===== src/rtl/instruction_fetch_unit_pkg.sv =====
// instruction_fetch_unit_pkg: shared next-PC select encodings, fetch FSM states and control-word pc_sel field mapping
package instruction_fetch_unit_pkg;
  typedef enum logic [1:0] {
    PC_SEQ    = 2'b00,
    PC_BRANCH = 2'b01,
    PC_REG    = 2'b10,
    PC_HOLD   = 2'b11
  } pc_sel_e;
  typedef enum logic [1:0] {
    BOOT  = 2'd0,
    FETCH = 2'd1,
    EXEC  = 2'd2,
    HALT  = 2'd3
  } fetch_state_e;
  localparam int CW_WIDTH     = 16;
  localparam int CW_PC_SEL_LO = 4;
  function automatic pc_sel_e cw_pc_sel(input logic [CW_WIDTH-1:0] cw);
    return pc_sel_e'(cw[CW_PC_SEL_LO +: 2]);
  endfunction
endpackage


===== src/rtl/instruction_fetch_unit_if.sv =====
// instruction_fetch_unit_if: instruction memory req/ack bus
// Ports: req/addr driven by the fetch unit (master); ack/rdata driven by memory (slave)
interface instruction_fetch_unit_if #(parameter int PC_WIDTH = 64);
  logic                req;
  logic [PC_WIDTH-1:0] addr;
  logic                ack;
  logic [31:0]         rdata;
  modport master(output req, addr, input ack, rdata);
  modport slave(input req, addr, output ack, rdata);
endinterface


===== src/rtl/instruction_fetch_unit_next_pc.sv =====
// next_pc_calc: combinational next-PC selection with alignment check
// Ports: pc, pc_sel, branch_offset, reg_target in; next_pc, misaligned out
module next_pc_calc
  import instruction_fetch_unit_pkg::*;
#(
  parameter int PC_WIDTH = 64
) (
  input  logic [PC_WIDTH-1:0] pc,
  input  logic [1:0]          pc_sel,
  input  logic [PC_WIDTH-1:0] branch_offset,
  input  logic [PC_WIDTH-1:0] reg_target,
  output logic [PC_WIDTH-1:0] next_pc,
  output logic                misaligned
);
  // the shift discards the top two offset bits and the sum wraps modulo 2^PC_WIDTH
  always_comb begin
    next_pc    = pc_sel == PC_SEQ    ? pc + PC_WIDTH'(4) :
                 pc_sel == PC_BRANCH ? pc + (branch_offset << 2) :
                 pc_sel == PC_REG    ? reg_target : pc;
    misaligned = |next_pc[1:0];
  end
endmodule


===== src/rtl/instruction_fetch_unit.sv =====
// instruction_fetch_unit: LEGv8 program counter and req/ack instruction fetch front end
// Ports: clock, reset (async active-low); pc_sel/branch_offset/reg_target/step from control;
//        imem master bus; instruction/instr_valid/pc/pc_plus4/fault to control
module instruction_fetch_unit
  import instruction_fetch_unit_pkg::*;
#(
  parameter int                  PC_WIDTH = 64,
  parameter logic [PC_WIDTH-1:0] RESET_PC = '0
) (
  input  logic                      clock,
  input  logic                      reset,
  input  logic [1:0]                pc_sel,
  input  logic [PC_WIDTH-1:0]       branch_offset,
  input  logic [PC_WIDTH-1:0]       reg_target,
  input  logic                      step,
  instruction_fetch_unit_if.master  imem,
  output logic [31:0]               instruction,
  output logic                      instr_valid,
  output logic [PC_WIDTH-1:0]       pc,
  output logic [PC_WIDTH-1:0]       pc_plus4,
  output logic                      fault
);
  fetch_state_e        state;
  logic                req;
  logic [PC_WIDTH-1:0] next_pc;
  logic                misaligned;
  next_pc_calc #(.PC_WIDTH(PC_WIDTH)) u_next_pc (
    .pc           (pc),
    .pc_sel       (pc_sel),
    .branch_offset(branch_offset),
    .reg_target   (reg_target),
    .next_pc      (next_pc),
    .misaligned   (misaligned)
  );
  assign imem.req  = req;
  assign imem.addr = pc;
  assign pc_plus4  = pc + PC_WIDTH'(4);
  // HALT keeps every register frozen; only reset leaves it
  always_ff @(posedge clock or negedge reset)
    if (!reset) begin
      state       <= BOOT;
      pc          <= RESET_PC;
      req         <= 1'b0;
      instruction <= '0;
      instr_valid <= 1'b0;
      fault       <= 1'b0;
    end else begin
      case (state)
        BOOT: begin
          state <= FETCH;
          req   <= 1'b1;
        end
        FETCH: if (imem.ack) begin
          instruction <= imem.rdata;
          instr_valid <= 1'b1;
          req         <= 1'b0;
          state       <= EXEC;
        end
        EXEC: if (step) begin
          instr_valid <= 1'b0;
          if (misaligned) begin
            fault <= 1'b1;
            state <= HALT;
          end else begin
            pc    <= next_pc;
            req   <= 1'b1;
            state <= FETCH;
          end
        end
        default: ;
      endcase
    end
endmodule


===== src/flat_wrapper.sv =====
// flat-port wrapper written by rule: the top's interface ports become plain ports
module instruction_fetch_unit_flat import instruction_fetch_unit_pkg::*;
#(
  parameter int                  PC_WIDTH = 64,
  parameter logic [PC_WIDTH-1:0] RESET_PC = '0
)
  (clock, reset, pc_sel, branch_offset, reg_target, step, instruction, instr_valid, pc, pc_plus4, fault, imem_req, imem_addr, imem_ack, imem_rdata);
  instruction_fetch_unit_if #(.PC_WIDTH(PC_WIDTH)) imem_i ();
  input  logic clock;
  input  logic reset;
  input  logic [1:0] pc_sel;
  input  logic [PC_WIDTH-1:0] branch_offset;
  input  logic [PC_WIDTH-1:0] reg_target;
  input  logic step;
  output logic [31:0] instruction;
  output logic instr_valid;
  output logic [PC_WIDTH-1:0] pc;
  output logic [PC_WIDTH-1:0] pc_plus4;
  output logic fault;
  output wire logic [$bits(imem_i.req)-1:0] imem_req;
  output wire logic [$bits(imem_i.addr)-1:0] imem_addr;
  input wire logic [$bits(imem_i.ack)-1:0] imem_ack;
  input wire logic [$bits(imem_i.rdata)-1:0] imem_rdata;
  assign imem_req = imem_i.req;
  assign imem_addr = imem_i.addr;
  assign imem_i.ack = imem_ack;
  assign imem_i.rdata = imem_rdata;
  instruction_fetch_unit #(.PC_WIDTH(PC_WIDTH), .RESET_PC(RESET_PC)) u_core (.clock(clock), .reset(reset), .pc_sel(pc_sel), .branch_offset(branch_offset), .reg_target(reg_target), .step(step), .imem(imem_i), .instruction(instruction), .instr_valid(instr_valid), .pc(pc), .pc_plus4(pc_plus4), .fault(fault));
endmodule

===== config.mk =====
export PLATFORM = sky130hd
export DESIGN_NAME = instruction_fetch_unit_flat
export DESIGN_NICKNAME = d
export VERILOG_FILES = /design/src/rtl/instruction_fetch_unit_pkg.sv /design/src/rtl/instruction_fetch_unit_if.sv /design/src/rtl/instruction_fetch_unit_next_pc.sv /design/src/rtl/instruction_fetch_unit.sv /design/src/flat_wrapper.sv
export SDC_FILE = /design/constraint.sdc
export NUM_CORES = 1
export LEC_CHECK = 0
export BUFFER_PORTS_ARGS = -buffer_cell sky130_fd_sc_hd__buf_2
export CORE_MARGIN = 3
export CORE_UTILIZATION = 34
export DETAILED_ROUTE_END_ITERATION = 16
export SLEW_MARGIN = 10
export SYNTH_ARGS = -nofsm -noshare
export SYNTH_HDL_FRONTEND = slang
export SYNTH_SLANG_ARGS = --single-unit

===== constraint.sdc =====
create_clock -name clock -period 3.14 [get_ports clock]
set_input_delay 0.628 -clock clock [delete_from_list [all_inputs] [get_ports clock]]
set_output_delay 0.628 -clock clock [all_outputs]
set_load 0.005 [all_outputs]

======== Word level (Yosys, flattened, before mapping) ========
Index checks and enable logic that the tools add are counted.
word-level totals
  register bits ........................... 101
  input bits .............................. 166
  output and inout port bits .............. 227
  word-level logic and storage cells ...... 44
cells by class
  add/subtract/negate cells ............... 2
  eq/ne operators ......................... 7
  multiplexer cells ....................... 14
  bitwise logic cells ..................... 1
  reductions and logical operators ........ 13
operators with widths
  cell                                                                    number
  64-bit two-way mux                                                      3
  64-bit by 3-bit adder with 64-bit output (second input constant)        1
  64-bit adder                                                            1
  3-bit AND reduction                                                     4
  4-bit AND reduction                                                     2
  2-bit two-way mux                                                       3
  2-bit != test (second input constant)                                   3
  2-bit one-hot mux with 3 select lines                                   1
  3-bit nonzero test                                                      2
  1-bit two-way mux                                                       5
  2-bit by 1-bit equality test with 1-bit output (second input constant)  2
  2-bit equality test (second input constant)                             2
  2-bit logical NOT                                                       2
  1-bit one-hot mux with 3 select lines                                   1
  1-bit one-hot mux with 2 select lines                                   1
  2-bit AND reduction                                                     1
  2-bit nonzero test                                                      1
  2-bit OR reduction                                                      1
  1-bit NOT                                                               1

======== Logic depth before layout (Yosys ltp) ========
Gate-level depths: netlist (run 1).
  depth after elaboration ................. 8
  depth in mapped cells ................... 12
  mapped depth without buffers ............ 12

======== Modules after synthesis ========
Synthesis (run 1) repeated with hierarchy kept, for this count alone.
unflattened totals
  cell total of the unflattened synthesis .. 1548
  area, all modules ....................... 12091.6 µm²
modules (own cells, without submodules)
  module                  times used  cells an instance  area an instance (µm²)  seq. area each (µm²)
  next_pc_calc            1           1053               6528.8                  0.0
  instruction_fetch_unit  1           495                5562.8                  2527.4

======== Least setup slack after synthesis (run 1) ========
Ideal clock, no wire load.
  path kind ............................... in2reg
  start point ............................. in branch_offset[9]
  end point ............................... reg u_core.pc[63], in the netlist u_core.imem.addr[63]
  library setup time ...................... 0.123 ns
  arrival time ............................ 3.134 ns
  required time ........................... 3.017 ns
  setup slack ............................. -0.117 ns
  stages .................................. 12
  buffers on the path ..................... 1
  cell sequence ........................... ha_1 > buf_2 > a21oi_1 > o211ai_1 > o311a_1 > nor3_2 > o32ai_2 > a2111o_1 > a211o_1 > xnor2_1 > a21oi_1 > o221a_2
on the way
  longest elaborated chain between the ends .. 3
ends and longest elaborated chain
  element               RTL line                              RTL
  start, declared       flat_wrapper.sv:12                    input logic [PC_WIDTH-1:0] branch_offset;
  64-bit adder          instruction_fetch_unit_next_pc.sv:18  pc_sel == PC_BRANCH ? pc + (branch_offset << 2) :
  64-bit two-way mux    instruction_fetch_unit_next_pc.sv:18
  64-bit two-way mux    instruction_fetch_unit_next_pc.sv:17  next_pc = pc_sel == PC_SEQ ? pc + PC_WIDTH'(4) :
  end signal, assigned  instruction_fetch_unit.sv:65          pc <= next_pc;
  end, declared         instruction_fetch_unit.sv:19          output logic [PC_WIDTH-1:0] pc,
Every way passes these cells.
A chain may end at the register's enable or synchronous reset.

======== Final worst setup path (run 1) ========
  start point ............................. reg u_core.pc[8], in the netlist u_core.imem.addr[8]
  end point ............................... out pc_plus4[59]
on the way
  longest elaborated chain between the ends .. 1
ends and longest elaborated chain
  element                                   RTL line                      RTL
  64-bit by 3-bit adder with 64-bit output  instruction_fetch_unit.sv:37  assign pc_plus4 = pc + PC_WIDTH'(4);
  end, declared                             flat_wrapper.sv:18            output logic [PC_WIDTH-1:0] pc_plus4;
Every way passes these cells.

==> results.py, run 1 <==
metrics = {
    "run_status": {
        "status": "complete, but fails checks",
        "violations": "negative setup slack",
    },
    "yosys": {
        "syn_area_sq_um": 10700,
        "synthMuxAreaShare_pct": 5.30,
        "synthAdderAreaFrac_pct": 7.88,
        "synth_top_family_by_area": "compound AO/OA/AOI/OAI gates",
        "syn_avg_cell_area_sq_um": 7.83,
        "syn_inst": 1371,
        "synthSimpleGateAreaFrac_pct": 20.5,
        "ys_types": 85,
        "syn-num-nets": 1604,
        "seq_area_frac_synth_pct": 23.5,
        "yosys_most_used_dff": "dfrtp_1",
        "synth-seq-cells": 101,
        "synth-xor-area-share_pct": 8.81,
        "synthArstFlopShare_pct": 100,
        "synth-compound-area-share_pct": 25.5,
        "yosysWarnings": 0,
        "synth-edff-count": 0,
    },
    "sta": {
        "max_freq_ghz": 0.304,
        "rsz0062_at_grt": "true",
        "hold_viol": 0,
        "min_period_over_period_pct": 105,
        "finClkSkew_ps": 16.5,
        "setup_viol": 20,
        "final.min_clock_period_ps": 3290,
        "whs_ps": 328,
        "final.setup.worst_slack_ps": -146,
        "max_slew_margin_pct": 40.5,
        "tightest_slew_ps": 892,
        "slew_viol_final": 0,
    },
    "placement": {
        "post-place-ws_ps": -571,
        "hpwl_um": 39100,
        "place_congestion": 0.911,
        "port_buffers": 390,
        "dpl_cell_area_sq_um": 14700,
    },
    "setup_path": {
        "cpPeakStageDelay_ps": 400,
        "critical_path_class": "flip-flop to primary output",
        "worst-path-buf-inv": 3,
        "cp_max_fo": 4,
        "cp-end-kind": "primary output",
        "cp.arrival_ps": 2660,
        "cp_top_family": "simple AND/OR/NAND/NOR gates",
        "critPathLaunchType": "flip-flop",
        "slowest_stage": "dfrtp_1",
        "worstPathCellList": "buf_6 > nand4_4 > nor4_4 > buf_4 > and3_4 > nand2_4 > or3_4 > nor3_4 > xor2_1 > buf_2",
        "cp_data_required_time_ps": 2510,
    },
    "grt": {
        "grt_pass1_wl_um": 73700,
        "grt-ovfl-total": 0,
        "grt_pass1_vias": 12800,
        "antenna_found_initial": 3,
        "track_usage_pct": 28.0,
        "grt_max_degree": 58,
    },
    "power": {
        "p_comb_share_pct": 74.9,
        "power_frac_seq_pct": 16.8,
        "powerDensity_nw_per_um2": 894,
        "cell_internal_pwr_w": 0.00779,
        "total_power_w": 0.0144,
        "total_leakage_power_nw": 7.87,
        "power.share.clock_pct": 8.2,
        "p_sw_w": 0.00661,
        "sw_frac_of_total_pct": 45.9,
        "ir_drop_v": 0.000415,
    },
    "drt": {
        "drt-vias-per-instance": 5.51,
        "drt-initial-drc-count": 860,
        "drt-total-wl_um": 50100,
        "wl_per_cell_um": 21.1,
        "num_vias": 13100,
        "drtAntennaViolNets": 0,
        "drtPass1Iterations": 5,
        "drc": 0,
    },
    "clocking": {
        "clk_latency_ps": 370,
        "clkSlewWorstSetupHoldPaths_ps": 80,
        "cts_sinks": 101,
        "cts_buffer_depth": 2,
        "cts_tree": "built",
        "holdBufCountCts": 0,
        "cts_htree_levels": 3,
        "cts_inserted_buffers": 9,
        "cts_root_buf": "clkbuf_16",
    },
    "min_path": {
        "worst_hold_path_type": "input pin to async pin",
    },
    "die": {
        "die_area_sq_um": 33700,
        "start_util_pct": 34.8,
        "core_sq_um": 30800,
        "die_h_um": 184,
        "die_w_um": 184,
        "row_count": 64,
        "pin_count": 393,
    },
    "cells_and_area": {
        "areaGrowthSynthToFinish_pct": 50.1,
        "register_area_sq_um": 2530,
        "multi_input_area_sq_um": 8020,
        "final_nets": 2206,
        "stdcell_area_sq_um": 16100,
        "fin_util_pct": 52.3,
        "fillers": 2997,
        "drive_above_1_share_pct": 47.2,
    },
    "flow_run": {
        "drv_cap": 0,
    },
}
-- kinds of logic (layout without fill, tap and decap cells) --
kind of cell               count (synthesis)  count (layout)
and+or+nand+nor                          440             440
AOI/OAI and AO/OA                        431             431
buffers and inverters                    172             779
xor gates and xnor gates                 108             108
DFF                                      101             101
adders and majority gates                 67              67
muxes                                     52              52
other                                      0               2
-- layout make-up --
| cell class | instances | area share [%] |
|---|---|---|
| multi-input combinational | 1098 | 49.8 |
| timing repair buffer | 738 | 29.1 |
| antenna | 2 | 0.0311 |
| tap | 396 | 3.07 |
| inverter | 25 | 0.582 |
| clock inverter | 6 | 0.349 |
| clock buffer | 10 | 1.42 |
| sequential | 101 | 15.7 |
-- what timing repair did --
action | CTS | global route
pin swaps | 25 | 53
gates resized for setup | 79 | 93
setup endpoints to repair | 53 | 58
setup buffers | 27 | 23
hold endpoints to repair | 0 | 0
-- flip-flops by register name, summed over array words and instances, names as in the netlist --
name	count
u_core.fault	1
u_core.imem.addr	64
u_core.imem.req	1
u_core.instr_valid	1
u_core.instruction	32
u_core.state	2
-- cells in the mapped netlist, types with 26 or more instances --
cell type,n,area (sq um)
mux2_2,39,439
nand2_1,128,480
buf_4,66,495
a21o_1,26,195
o21ai_0,109,546
xor2_1,40,350
ha_1,66,826
nand3_1,37,185
clkbuf_1,63,236
nand4_1,35,219
a21oi_1,138,691
dfrtp_1,101,2530
xnor2_1,68,596
nor2_1,116,435
-- power by group through the flow --
stage	registers, W	clock network, W	logic [W]
2_1_floorplan	0.00266	0	0.00517
3_3_place_gp	0.00240	0	0.00982
3_5_place_dp	0.00242	0	0.00986
4_1_cts	0.00241	0.00121	0.0103
5_1_grt	0.00250	0.00125	0.0117
6_report	0.00242	0.00118	0.0108
-- metal layers --
| metal | wire length (um) | track usage [%] | up-vias | part of all wire [%] |
|---|---|---|---|---|
| li1 | - | - | 6164 | - |
| met1 | 21300 | 36.6 | 6238 | 42 |
| met2 | 23900 | 47.9 | 604 | 48 |
| met3 | 3350 | 3.62 | 92 | 6.7 |
| met4 | 1580 | 9.48 | 0 | 3.2 |
| met5 | 0 | 0 | - | 0 |
-- metrics by stage --
stage	setup TNS, ps	cells
floorplan	-38.0	1371
global placement	-10660	2311
detailed placement	-12730	2311
CTS	-2190	2354
global route	-4740	2376
finish	-1100	2376
-- worst paths after layout --
| path | start | slack [ps] | end | depth (start not counted) |
|---|---|---|---|---|
| hold reg to reg | u_core.fault | 490 | u_core.fault | 1 |
| max in group asynchronous | reset | 2060 | u_core.instruction[0] | 2 |
| hold / removal | reset | 330 | u_core.imem.addr[21] | 1 |
| setup reg to reg | u_core.imem.addr[11] | -100 | u_core.imem.addr[63] | 11 |
| setup / recovery | u_core.imem.addr[8] | -150 | pc_plus4[59] | 10 |
| min in group clock | u_core.fault | 490 | u_core.fault | 1 |
-- cell usage in the layout (no fill, tap or decap), types with 7 or more instances in the layout --
cell type  count
xor2_1        34
and4_1         7
mux2_2        38
o21ai_1        9
and2_1        10
o21ai_0       98
a21oi_1      130
buf_6         19
dfrtp_1       96
xnor2_2       19
a221oi_1      11
a32oi_1        7
clkbuf_16      9
o21bai_1      16
nor3_1        19
a21oi_2        8
nor2_1       104
and3_4         7
inv_1         24
o21ai_2        7
mux2i_1       13
nand2_1      122
a31oi_1        8
or3_1          9
and3_1        13
ha_1          62
buf_2        386
o22ai_1       13
xnor2_1       49
nand4_1       35
a21o_1        26
buf_4        330
a211oi_1      10
nand3_1       30
o21a_1         7
No activity file was read; power rests on OpenSTA's default activity.
==> run 2, diff against run 1 <==
--- a/config.mk
+++ b/config.mk
@@ -9,6 +9,8 @@
 export CORE_MARGIN = 3
 export CORE_UTILIZATION = 34
 export DETAILED_ROUTE_END_ITERATION = 16
+export PLACE_DENSITY_LB_ADDON = 0.1
+export REMOVE_ABC_BUFFERS = 1
 export SLEW_MARGIN = 10
 export SYNTH_ARGS = -nofsm -noshare
 export SYNTH_HDL_FRONTEND = slang
==> run 2 against run 1 <==
Against the previous run: the run still ends with negative setup slack left; die area unchanged; critical path depth is the same; sequential share of layout area decreased by 0.30 points; routed wire length increased by 2.0%; clock skew increased by 0.94 ps; first-iteration DRC count is 22% higher; maximum frequency is 1.8% lower; sequential power about the same; utilization up 1.0 points; critical endpoint unchanged; largest cell class unchanged; largest power group unchanged; highest routed layer unchanged.
==> results.py, run 2 (synthesis gave the netlist of run 1 again) <==
metrics = {
    "run_status": {
        "status": "complete, but fails checks",
        "violations": "negative setup slack",
    },
    "die": {
        "start_util_pct": 34.8,
        "row_count": 64,
        "die_area_sq_um": 33700,
        "core_sq_um": 30800,
        "die_h_um": 184,
        "pin_count": 393,
        "die_w_um": 184,
    },
    "drt": {
        "drt-initial-drc-count": 1049,
        "drt-total-wl_um": 51100,
        "drt-vias-per-instance": 5.48,
        "drtAntennaViolNets": 0,
        "drc": 0,
        "wl_per_cell_um": 21.2,
        "num_vias": 13200,
        "drtPass1Iterations": 5,
    },
    "sta": {
        "tightest_slew_ps": 903,
        "whs_ps": 102,
        "max_freq_ghz": 0.299,
        "tns_ps": -1750,
        "finClkSkew_ps": 17.4,
        "rsz0062_at_grt": "true",
        "max_slew_margin_pct": 39.8,
        "min_period_over_period_pct": 107,
        "slew_viol_final": 0,
        "hold_viol": 0,
        "final.setup.worst_slack_ps": -208,
        "final.min_clock_period_ps": 3350,
        "setup_viol": 20,
    },
    "grt": {
        "grt_max_degree": 89,
        "grt_pass1_vias": 12500,
        "grt-ovfl-total": 0,
        "grt_pass1_wl_um": 73900,
        "track_usage_pct": 28.5,
        "antenna_found_initial": 0,
    },
    "clocking": {
        "cts_inserted_buffers": 9,
        "clkSlewWorstSetupHoldPaths_ps": 80,
        "clk_latency_ps": 380,
        "cts_root_buf": "clkbuf_16",
        "cts_tree": "built",
        "cts_htree_levels": 3,
        "cts_sinks": 101,
        "cts_buffer_depth": 2,
        "holdBufCountCts": 0,
    },
    "placement": {
        "place_congestion": 0.963,
        "hpwl_um": 39500,
        "port_buffers": 390,
    },
    "power": {
        "cell_internal_pwr_w": 0.00813,
        "ir_drop_v": 0.000428,
        "total_power_w": 0.0148,
        "powerDensity_nw_per_um2": 901,
        "p_comb_share_pct": 74.4,
        "total_leakage_power_nw": 8.04,
        "power.share.clock_pct": 9.3,
        "sw_frac_of_total_pct": 45.1,
        "power_frac_seq_pct": 16.4,
        "p_sw_w": 0.00668,
    },
    "cells_and_area": {
        "final_nets": 2237,
        "layout_common_cells": "buf_2 (388), buf_4 (358), a21oi_1 (133)",
        "register_area_sq_um": 2530,
        "fin_util_pct": 53.3,
        "antenna_cells": 0,
        "mostFrequentLayoutCell": "buf_2",
        "largest_register_ffs": 64,
        "multi_input_area_sq_um": 8040,
        "drive_above_1_share_pct": 47.9,
        "areaGrowthSynthToFinish_pct": 53.0,
        "fillers": 3036,
    },
    "setup_path": {
        "critPathLaunchType": "flip-flop",
        "r2r-end": "u_core.imem.addr[60]",
        "crit_end": "pc_plus4[59]",
        "startpoint": "u_core.imem.addr[5]",
        "ff2ff_path_depth": 15,
        "critical_path_class": "flip-flop to primary output",
        "cp_data_required_time_ps": 2510,
        "cp-end-kind": "primary output",
        "cp.arrival_ps": 2720,
        "reg2reg_from": "u_core.imem.addr[2]",
        "reg2reg_slack_ps": 20,
        "cp_max_fo": 3,
    },
    "flow_run": {
        "drv_cap": 0,
    },
    "min_path": {
        "worst_hold_path_type": "input pin to async pin",
    },
}
run 2: changes by cell type in the layout (fill, tap and decap cells not counted), sizes merged:
cell / delta
buf: +31
bufinv: +2
clkinv: -1
clkinvlp: -1
diode: -2
run 2: repair_timing:
action / 4_1_cts / 5_1_grt
endpoints found under the setup margin: 50 / 69
gates resized for setup: 86 / 84
pin swaps: 36 / 49
setup buffers: 27 / 36
run 2: worst min-delay path by stage:
stage            startpoint  slack [ps]                    end  cells past startpoint
6_report              reset         100  u_core.instruction[3]                      1
5_1_grt               reset         100        u_core.imem.req                      1
4_1_cts               reset          90  u_core.instruction[3]                      1
3_5_place_dp   u_core.fault         470           u_core.fault                      1
3_3_place_gp   u_core.fault         450           u_core.fault                      1
2_1_floorplan         reset         330           u_core.fault                      0
run 2: layout make-up:
class | count | area share, %
inverter | 25 | 0.571
clock inverter | 6 | 0.625
multi-input combinational | 1098 | 48.9
sequential | 101 | 15.4
tap | 396 | 3.02
timing repair buffer | 769 | 30.0
clock buffer | 10 | 1.45
run 2: worst max-delay path, cell delays in order, from the launching register on:
cell and delay, ps:
dfrtp_1 410, buf_6 130, nand4_4 110, nor4_4 350
and3_4 280, nand2_4 70, or3_4 380, buf_6 140
nor3_4 210, xor2_1 160, buf_2 130
run 2: routing by layer:
| metal | track usage (%) | share of wire (%) | up-vias |
|---|---|---|---|
| met5 | 0 | 0 | - |
| met4 | 8.78 | 2.5 | 0 |
| met3 | 2.83 | 6.2 | 64 |
| met2 | 48.0 | 47 | 539 |
| met1 | 38.8 | 44 | 6348 |
| li1 | - | - | 6219 |
run 2: power by group through the flow:
stage	registers, W	clock network (W)	logic [W]
finish	0.00242	0.00137	0.0110
CTS	0.00241	0.00140	0.0104
detailed placement	0.00243	0	0.0100
global route	0.00249	0.00144	0.0120
floorplan	0.00275	0	0.00454
global placement	0.00242	0	0.0100
run 2: stage by stage:
stage	worst slack (ps)	cell area [sq um]	cells
6_report	-208	16400	2405
4_1_cts	-235	15800	2371
3_3_place_gp	-445	14800	2330
3_5_place_dp	-482	14800	2330
5_1_grt	-312	16400	2405
2_1_floorplan	-1070	9920	1224
==> run 3, diff against run 2 <==
--- a/config.mk
+++ b/config.mk
@@ -6,8 +6,12 @@
 export NUM_CORES = 1
 export LEC_CHECK = 0
 export BUFFER_PORTS_ARGS = -buffer_cell sky130_fd_sc_hd__buf_2
+export CELL_PAD_IN_SITES_DETAIL_PLACEMENT = 1
+export CELL_PAD_IN_SITES_GLOBAL_PLACEMENT = 1
+export CORE_ASPECT_RATIO = 0.8
 export CORE_MARGIN = 3
-export CORE_UTILIZATION = 34
+export CORE_UTILIZATION = 33
+export CTS_CLUSTER_SIZE = 28
 export DETAILED_ROUTE_END_ITERATION = 16
 export PLACE_DENSITY_LB_ADDON = 0.1
 export REMOVE_ABC_BUFFERS = 1
==> run 3 against run 2 <==
Against the previous run: non-clock buffer count shrank 37; combinational power about the same; global-route usage grew 2.9 points; first-iteration DRC count decreased by 25%; clock skew is 3.0 ps lower; sequential power hardly changed; clock power fell by 7%; worst hold slack improved by 38 ps; worst setup slack improved by 29 ps; die area up 3.0%; the flow still finishes with violations (negative setup slack); utilization is 2.1 points lower; critical path type unchanged.
==> results.py, run 3 (synthesis gave the netlist of run 1 again) <==
metrics = {
    "sta": {
        "max_freq_ghz": 0.301,
        "rsz0062_at_grt": "true",
        "tns_ps": -752,
        "final.min_clock_period_ps": 3320,
        "final.setup.worst_slack_ps": -179,
        "whs_ps": 140,
        "max_slew_margin_pct": 58.5,
        "tightest_slew_ps": 616,
        "slew_viol_final": 0,
        "hold_viol": 0,
        "finClkSkew_ps": 14.4,
        "setup_viol": 9,
        "min_period_over_period_pct": 106,
    },
    "setup_path": {
        "cp_top_family": "simple AND/OR/NAND/NOR gates",
        "slowest_stage": "dfrtp_1",
        "worst-path-buf-inv": 3,
        "cp_max_fo": 4,
        "critPathLaunchType": "flip-flop",
        "cpPeakStageDelay_ps": 440,
        "worstPathCellList": "and4_1 > and4_1 > buf_6 > and3_4 > nand2_4 > or3_4 > nor3_4 > xor2_1 > buf_4 > buf_6",
        "cp_data_required_time_ps": 2510,
        "cp.arrival_ps": 2690,
        "cp-end-kind": "primary output",
        "critical_path_class": "flip-flop to primary output",
    },
    "power": {
        "ir_drop_v": 0.000394,
        "total_leakage_power_nw": 7.87,
        "powerDensity_nw_per_um2": 928,
    },
    "cells_and_area": {
        "mostFrequentLayoutCell": "buf_2",
        "multi_input_area_sq_um": 8110,
        "largest_register_ffs": 64,
        "areaGrowthSynthToFinish_pct": 51.2,
        "final_nets": 2200,
        "fin_util_pct": 51.2,
        "layout.cells.non_filler": 2393,
        "drive_above_1_share_pct": 47.2,
        "fillers": 3960,
        "register_area_sq_um": 2530,
        "layout_common_cells": "buf_2 (386), buf_4 (323), a21oi_1 (125)",
    },
    "drt": {
        "drtAntennaViolNets": 0,
        "num_vias": 13300,
        "dr_wl_met3_um": 3760,
        "drtPass1Iterations": 6,
        "top_layer": "met5",
        "drt-initial-drc-count": 789,
        "drt-total-wl_um": 57600,
        "drt-vias-per-instance": 5.57,
        "wl_per_cell_um": 24.1,
        "met1Wirelength_um": 26600,
        "wl_met2_um": 26000,
        "drc": 0,
    },
    "grt": {
        "grt_pass1_wl_um": 84800,
        "antenna_found_initial": 2,
        "grt_pass1_vias": 13500,
        "grt-ovfl-total": 0,
        "track_usage_pct": 31.4,
        "grt_max_degree": 58,
    },
    "die": {
        "die_w_um": 208,
        "start_util_pct": 33.8,
        "die_area_sq_um": 34700,
        "core_sq_um": 31700,
        "row_count": 58,
        "die_h_um": 167,
        "pin_count": 393,
    },
    "clocking": {
        "cts_htree_levels": 3,
        "cts_tree": "built",
        "clk_latency_ps": 390,
        "cts_sinks": 101,
        "cts_inserted_buffers": 9,
        "clkSlewWorstSetupHoldPaths_ps": 100,
        "cts_buffer_depth": 2,
        "cts_root_buf": "clkbuf_16",
    },
    "min_path": {
        "worst_hold_path_type": "input pin to async pin",
    },
    "placement": {
        "placed_cells_incl_taps": 2336,
        "post-place-ws_ps": -695,
        "place_congestion": 0.949,
        "port_buffers": 390,
        "hpwl_um": 46000,
    },
    "run_status": {
        "status": "complete, but fails checks",
        "violations": "negative setup slack",
    },
    "flow_run": {
        "drv_cap": 0,
    },
}
## run 3: final cells by class
class                           instances  area share [%]
Multi-Input combinational cell       1098            50.0
Timing Repair Buffer                  732            28.7
Sequential cell                       101            15.6
Tap cell                              420            3.24
Clock buffer                            9            1.39
Clock inverter                          7           0.578
Inverter                               25           0.578
Antenna cell                            1          0.0154
## run 3: worst paths after layout
path	end	start	slack (ps)	cells past startpoint
worst min-delay path	u_core.instruction[15]	reset	140	1
worst max-delay path	pc_plus4[63]	u_core.imem.addr[24]	-180	10
worst min register to register	u_core.fault	u_core.fault	480	1
min in group clock	u_core.fault	u_core.fault	480	1
max in group asynchronous	u_core.imem.addr[31]	reset	2220	2
worst max register to register	u_core.imem.addr[63]	u_core.imem.addr[24]	-80	14
## run 3: where the power goes
group          internal, W  total (W)  switching (W)
Clock             0.000579    0.00127       0.000689
Sequential         0.00189    0.00245       0.000563
Combinational      0.00543     0.0113        0.00591
Total              0.00790     0.0151        0.00716
## run 3: repair_timing
action                     in CTS  in global routing
resized for setup              84                 95
hold buffers                    0                  0
pin swaps                      48                 40
setup buffers                  25                 16
setup endpoints to repair      67                 69
## run 3: per-layer routing
layer	vias up	global-route usage (%)
met5	-	0
met4	2	7.53
met3	59	6.01
met2	478	50.2
met1	6646	44.1
li1	6151	-
## run 3: through the flow
step           total power, W  cell area [sq um]
2_1_floorplan         0.00729               9920
3_3_place_gp           0.0124              14700
3_5_place_dp           0.0126              14700
4_1_cts                0.0144              15600
5_1_grt                0.0161              16200
6_report               0.0151              16200
## run 3: worst reg2reg max path, stage by stage, from the launching register on
cell	delay (ps)
dfrtp_1	440
ha_1	370
buf_4	170
a21oi_1	180
o21ai_0	150
buf_4	160
a221oi_1	240
buf_4	180
o311ai_0	140
o221ai_1	200
a21oi_1	100
a211o_1	270
xnor2_2	180
a21oi_1	90
o221a_2	250
